==> config.mk <==
export PLATFORM = sky130hd
export DESIGN_NAME = dbg_av_trace_slave
export DESIGN_NICKNAME = d
export VERILOG_FILES = /design/src/rtl/dbg_av_trace_slave.sv
export SDC_FILE = /design/constraint.sdc
export NUM_CORES = 1
export LEC_CHECK = 0
export ABC_CLOCK_PERIOD_IN_PS = 4059
export BUFFER_PORTS_ARGS = -buffer_cell sky130_fd_sc_hd__clkbuf_2
export CORE_ASPECT_RATIO = 0.7
export CORE_MARGIN = 2
export CORE_UTILIZATION = 49
export DETAILED_ROUTE_END_ITERATION = 6
export PLACE_DENSITY = 0.76
export SETUP_SLACK_MARGIN = 0.4
export SLEW_MARGIN = 20
export SYNTH_ARGS = -nofsm -noshare
export SYNTH_HDL_FRONTEND = slang
export SYNTH_SLANG_ARGS = --single-unit
==> constraint.sdc <==
create_clock -name sysclk -period 4.06 [get_ports sysclk]
set_input_delay 0.812 -clock sysclk [delete_from_list [all_inputs] [get_ports sysclk]]
set_output_delay 0.812 -clock sysclk [all_outputs]
set_load 0.05 [all_outputs]
==> src/rtl/dbg_av_trace_slave.sv <==
// rtl/dbg_av_trace_slave.sv - Avalon-MM write-only debug trace responder
// Buffers accepted {address,data} writes in a FIFO drained over a valid/ready stream.
module dbg_av_trace_slave #(
  parameter int          DEPTH_LOG2  = 4,
  parameter logic [15:0] CTRL_ADDR   = 16'hFFF0,
  parameter int          STALL_LIMIT = 255
) (
  input  logic                  sysclk,
  input  logic                  sysreset,
  input  logic [15:0]           av_address,
  input  logic                  av_write,
  input  logic [15:0]           av_writedata,
  output logic                  av_waitrequest,
  output logic [15:0]           out_addr,
  output logic [15:0]           out_data,
  output logic                  out_valid,
  input  logic                  out_ready,
  output logic [DEPTH_LOG2:0]   fill_level,
  output logic [15:0]           drop_count,
  output logic                  overflow
);

  localparam int                  DEPTH     = 1 << DEPTH_LOG2;
  localparam logic [DEPTH_LOG2:0] FILL_FULL = {1'b1, {DEPTH_LOG2{1'b0}}};
  localparam logic [DEPTH_LOG2:0] FILL_ONE  = (DEPTH_LOG2+1)'(1);
  localparam logic [DEPTH_LOG2-1:0] PTR_ONE = DEPTH_LOG2'(1);
  localparam logic [15:0]         STALL_MAX = 16'(STALL_LIMIT);

  logic [31:0]           mem [DEPTH];
  logic [DEPTH_LOG2-1:0] wr_ptr;
  logic [DEPTH_LOG2-1:0] rd_ptr;
  logic [15:0]           stall_cnt;

  logic full;
  logic timeout;
  logic is_ctrl;
  logic accept;
  logic do_flush;
  logic do_clear;
  logic push;
  logic pop;
  logic drop;

  assign full     = (fill_level == FILL_FULL);
  assign timeout  = (stall_cnt == STALL_MAX);
  assign is_ctrl  = (av_address == CTRL_ADDR);

  // Control writes bypass the FIFO, so they must never be held off by a full queue.
  assign av_waitrequest = av_write && full && !timeout && !is_ctrl;
  assign accept   = av_write && !av_waitrequest;
  assign do_flush = accept && is_ctrl && av_writedata[0];
  assign do_clear = accept && is_ctrl && av_writedata[1];
  assign push     = accept && !is_ctrl && !full;
  assign drop     = accept && !is_ctrl && full;
  assign out_valid = (fill_level != '0);
  assign pop      = out_valid && out_ready && !do_flush;

  assign out_addr = mem[rd_ptr][31:16];
  assign out_data = mem[rd_ptr][15:0];

  always_ff @(posedge sysclk) begin
    if (push) mem[wr_ptr] <= {av_address, av_writedata};
  end

  always_ff @(posedge sysclk) begin
    if (sysreset || do_flush) begin
      wr_ptr     <= '0;
      rd_ptr     <= '0;
      fill_level <= '0;
    end else begin
      if (push) wr_ptr <= wr_ptr + PTR_ONE;
      if (pop)  rd_ptr <= rd_ptr + PTR_ONE;
      case ({push, pop})
        2'b10:   fill_level <= fill_level + FILL_ONE;
        2'b01:   fill_level <= fill_level - FILL_ONE;
        default: fill_level <= fill_level;
      endcase
    end
  end

  // Stall counter only runs while a write is actually being held off.
  always_ff @(posedge sysclk) begin
    if (sysreset || accept || !av_write) stall_cnt <= '0;
    else if (av_waitrequest)             stall_cnt <= stall_cnt + 16'd1;
  end

  always_ff @(posedge sysclk) begin
    if (sysreset || do_clear) begin
      drop_count <= '0;
      overflow   <= 1'b0;
    end else if (drop) begin
      if (drop_count != 16'hFFFF) drop_count <= drop_count + 16'd1;
      overflow <= 1'b1;
    end
  end

endmodule

=== Word-level counts from Yosys, hierarchy flattened ===
Memories as Yosys holds them, arrays and structs flattened. A register that Yosys moved wholly into a read port is not among the register bits.
Cells that the tools add are included.

* Add/sub/neg operators: 6
* Equal/unequal tests: 6
* Mux-type cells: 5
* Reductions and logical operators: 25

{| class="wikitable"
|+ Operators by type and width
! cell !! number
|-
| adder 16 x 1 -> 16 bit, second input constant || 2
|-
| equality test 16 bit, second input constant || 1
|-
| equality test 16 x 8 -> 1 bit, second input constant || 1
|-
| inequality test 16 bit, second input constant || 1
|-
| logical AND 1 bit || 12
|-
| one-hot mux 5 bit (2 select lines) || 1
|-
| adder 4 x 1 -> 4 bit, second input constant || 2
|-
| two-way mux 4 bit || 2
|-
| zero test 1 bit || 6
|-
| adder 5 x 1 -> 5 bit, second input constant || 1
|-
| equality test 5 bit, second input constant || 1
|-
| nonzero test 5 bit || 1
|-
| subtractor 5 x 1 -> 5 bit, second input constant || 1
|-
| logical OR 1 bit || 4
|-
| equality test 2 x 1 -> 1 bit, second input constant || 1
|-
| equality test 2 bit, second input constant || 1
|-
| two-way mux 1 bit || 2
|-
| AND reduction 2 bit || 1
|-
| nonzero test 2 bit || 1
|}

* Register bits: 46
* Memory bits (writable): 512
* Memories kept: 1

{| class="wikitable"
|+ Memories
! name !! depth !! width !! read ports !! clocked after memory_dff !! wr ports !! RTL line !! RTL
|-
| mem || 16 || 32 || 1 || 1 || 1 || 29 || <nowiki>logic [31:0] mem [DEPTH];</nowiki>
|}

=== Logic depth before layout (Yosys ltp) ===
* Depth in word-level cells: 12
* Gate-level depth with buffers: 13
* Mapped depth without buffers: 12

=== Worst setup path after synthesis ===
Ideal clock, no wire load.

* Kind: reg2reg
* From: register fill_level[2]
* To: memory mem[0][0], enable pin
* Setup slack: -146 ps
* Stages on the path, launching flop included: 7
* Data arrival time: 3745 ps
* Setup time: 461 ps
* Required time: 3599 ps
* Path buffers: 1
* Cell sequence: dfxtp_1 > buf_2 > or4_1 > nor2_1 > nor2_1 > nand2_1 > nor3_1

* Word-level cells in the longest chain between the ends: 10
* Elaborated cells on any way between the ends: 11

{| class="wikitable"
|+ Ends and longest elaborated chain
! item !! RTL line !! RTL
|-
| start: declaration || 18 || <nowiki>output logic [DEPTH_LOG2:0] fill_level,</nowiki>
|-
| start signal: assignment || 74 || <nowiki>2'b10: fill_level <= fill_level + FILL_ONE;</nowiki>
|-
| start signal: assignment || 75 || <nowiki>2'b01: fill_level <= fill_level - FILL_ONE;</nowiki>
|-
| start signal: assignment || 76 || <nowiki>default: fill_level <= fill_level;</nowiki>
|-
| equality test 5 bit * || 44 || <nowiki>assign full = (fill_level == FILL_FULL);</nowiki>
|-
| logical AND 1 bit (3 in a row) || 49 || <nowiki>assign av_waitrequest = av_write && full && !timeout && !is_ctrl;</nowiki>
|-
| zero test 1 bit || 50 || <nowiki>assign accept = av_write && !av_waitrequest;</nowiki>
|-
| logical AND 1 bit || 50 ||
|-
| logical AND 1 bit || 53 || <nowiki>assign push = accept && !is_ctrl && !full;</nowiki>
|-
| logical AND 1 bit * || 53 ||
|-
| two-way mux 1 bit * || 62 || <nowiki>if (push) mem[wr_ptr] <= {av_address, av_writedata};</nowiki>
|-
| two-way mux 1 bit (implied by the code) * || 62 ||
|-
| end: declaration || 29 ||
|}

Mark *: on every way between the ends. The rest lies on a longest branch, timed or not.

==> impl_metrics.py <==
metrics = {
    "floorplan": {
        "die_w_um": 255.4,
        "core.rowCount": 64,
        "core_area_um2": 43640,
        "io_pins": 92,
        "die-area_um2": 45970,
        "start_util": 0.4968,
        "die_h_um": 180.0,
    },
    "sta": {
        "setup_tns_ns": 0,
        "hold_viol_final": 0,
        "final_max_slew_viol_count": 0,
        "whs_ns": 0.4417,
        "setup_violations": 0,
        "worstMarginPinSlew_ns": 0.8876,
        "relSlewSlack": 0.4077,
        "fmax_ghz": 0.2777,
        "finClkSkew_ns": 0.01827,
        "fin_crit_sh": 0.8869,
        "rsz0062_at_grt": "false",
        "min_period_ns": 3.601,
    },
    "finish": {
        "layout_common_cells": "edfxtp_1, mux4_2, clkbuf_2",
        "seq_area_um2": 16390,
        "finalNonFillerCells": 1790,
        "drive_gt1_frac": 0.3314,
        "layout_commonest_cell": "edfxtp_1",
        "final_area_um2": 24990,
        "nets": 1204,
        "multi_input_area_um2": 5215,
        "nFillCells": 3099,
        "syn2layout_area_growth_pct": 15.26,
    },
    "worst_setup_path": {
        "worst_setup_path_end_kind": "primary output",
        "cp.required_ns": 3.25,
        "cp_max_fo": 19,
        "regToRegStartpoint": "fill_level[1]",
        "crit_end": "out_data[8]",
        "r2r_cells": 12,
        "worst_setup_path_start_kind": "flip-flop",
        "criticalPathCategory": "reg2out",
        "worstReg2RegEnd": "fill_level[4]",
        "rrSetupSlack_ns": 1.11,
        "arrival_ns": 2.79,
    },
    "synth": {
        "ys_warn_count": 0,
        "synthCells": 1019,
        "ys_types": 46,
        "synth-async-reset-ratio": 0,
        "syn_area_per_cell_um2": 21.28,
        "synth_edf_count": 512,
        "synth_nets": 1066,
        "synthFlopType": "edfxtp_1",
        "seq_area_frac_synth": 0.7553,
        "yosys_register_bits": 562,
        "syn-cell-area_um2": 21680,
    },
    "placement": {
        "portBuffers": 91,
        "dp_hpwl_um": 25790,
        "place_congestion": 0.7942,
        "place_area_um2": 23300,
        "dp_cells": 1695,
    },
    "pwr": {
        "ir_drop_v": 0.0002913,
        "leakagePower_nw": 7.782,
        "power_density_nw_per_um2": 565.2,
        "total_power_mw": 14.12,
    },
    "route": {
        "drc": 0,
        "vias": 10690,
        "routed_wl_um": 46320,
        "ant_nets": 0,
        "wl_per_cell_um": 25.88,
        "dr.pass1.iters": 7,
        "drt_iter0_drc": 1151,
        "vias_per_cell": 5.973,
    },
    "worst_hold_path": {
        "hold_class": "reg2reg",
    },
    "clock_network": {
        "htree_levels": 2,
        "cts.sinks": 562,
        "clkTransAtPathRegs_ns": 0.06,
        "clockBufferDepth": 3,
        "cts_root_buffer": "clkbuf_16",
        "worstSkewPairLatency_ns": 0.59,
        "cts_tree": "yes",
        "cts_buffers": 51,
    },
    "grt": {
        "grt_pass1_wl_um": 69780,
        "grt_max_degree": 50,
        "grt_pass1_vias": 10860,
        "grt_overflow": 0,
        "track_usage": 0.2038,
        "antenna_found_initial": 3,
    },
    "run": {
        "maxCapViolations": 0,
    },
    "status": {
        "status": "complete, no violations",
    },
}
worst max-delay path: stages (launching register included):
cell and delay [ns]:
dfxtp_4 0.47, bufbuf_16 0.38, mux4_2 0.54, mux4_2 0.53, clkbuf_2 0.26
logic make-up after synthesis:
logic type / share of synthesized area
buf+inv: 0.01091
xor+xnor: 0.01091
mux: 0.1681
fa+ha+maj: 0.006348
flops: 0.7553
compound gates: 0.01189
simple gates: 0.03653
synth_stat cells, drive strengths merged, types with 3 or more instances:
cell type / instances / share of area
a21oi: 18 / 0.0042
and2: 3 / 0.00087
and3: 3 / 0.00087
and4: 3 / 0.0014
buf: 24 / 0.0050
clkbuf: 27 / 0.0047
dfxtp: 50 / 0.046
edfxtp: 512 / 0.71
ha: 11 / 0.0063
inv: 7 / 0.0012
mux2i: 3 / 0.0014
mux4: 160 / 0.17
nand2: 22 / 0.0038
nand2b: 3 / 0.00087
nand3: 9 / 0.0021
nand4: 16 / 0.0046
nor2: 57 / 0.0099
nor2b: 3 / 0.00087
nor3: 8 / 0.0018
nor4: 5 / 0.0021
o21ai: 10 / 0.0023
o31ai: 3 / 0.0010
or3: 11 / 0.0032
or4: 5 / 0.0017
xnor2: 12 / 0.0048
xor2: 15 / 0.0061
sequential cells by signal (all words and copies together), names as in the netlist, named ones only:
signal,count
stall_cnt,16
mem,512
rd_ptr,4
fill_level,5
drop_count,16
wr_ptr,4
overflow,1
metrics by stage:
step,setup WS [ns],util
final,0.4592,0.5726
after global routing,0.4051,0.5726
after CTS,0.4193,0.5718
after detailed placement,0.01807,0.5339
after global placement,0.05352,0.5339
after floorplan,0.4458,-
power by group:
group	total [mW]	switching, mW	internal (mW)
sequential	6.63	0.135	6.50
combinational	2.86	1.66	1.20
clock	4.63	2.05	2.58
worst min path at each step:
stage,cells after the start,slack (ns),start,endpoint
5_1_grt,1,0.49,stall_cnt[0],stall_cnt[0]
3_3_place_gp,1,0.42,stall_cnt[0],stall_cnt[0]
2_1_floorplan,1,0.41,stall_cnt[0],stall_cnt[0]
6_report,1,0.44,stall_cnt[0],stall_cnt[0]
4_1_cts,1,0.44,stall_cnt[0],stall_cnt[0]
3_5_place_dp,1,0.43,stall_cnt[0],stall_cnt[0]
repair_timing:
item / CTS / global route
gates resized for setup: 4 / 1
buffers inserted: 1 / 1
gates cloned: 1 / 0
endpoints found under the setup margin: 26 / 3
hold buffers: 0 / 0
routing by layer:
metal	routed length, um	share of wire	vias to the layer above	global-route usage
met5	27	0.00058	-	0
met4	930	0.020	4	0.05506
met3	3659	0.079	79	0.04569
met2	22720	0.49	424	0.3233
met1	18990	0.41	5667	0.2891
li1	-	-	4518	-
layout make-up:
class,count,share of cell area
antenna,1,0.0001001
clock buffer,68,0.05688
clock inverter,23,0.007010
inverter,7,0.001051
multi-input combinational,399,0.2087
sequential,562,0.6557
tap,594,0.02974
timing repair buffer,136,0.04081
Power figures use the tool's default switching activity.
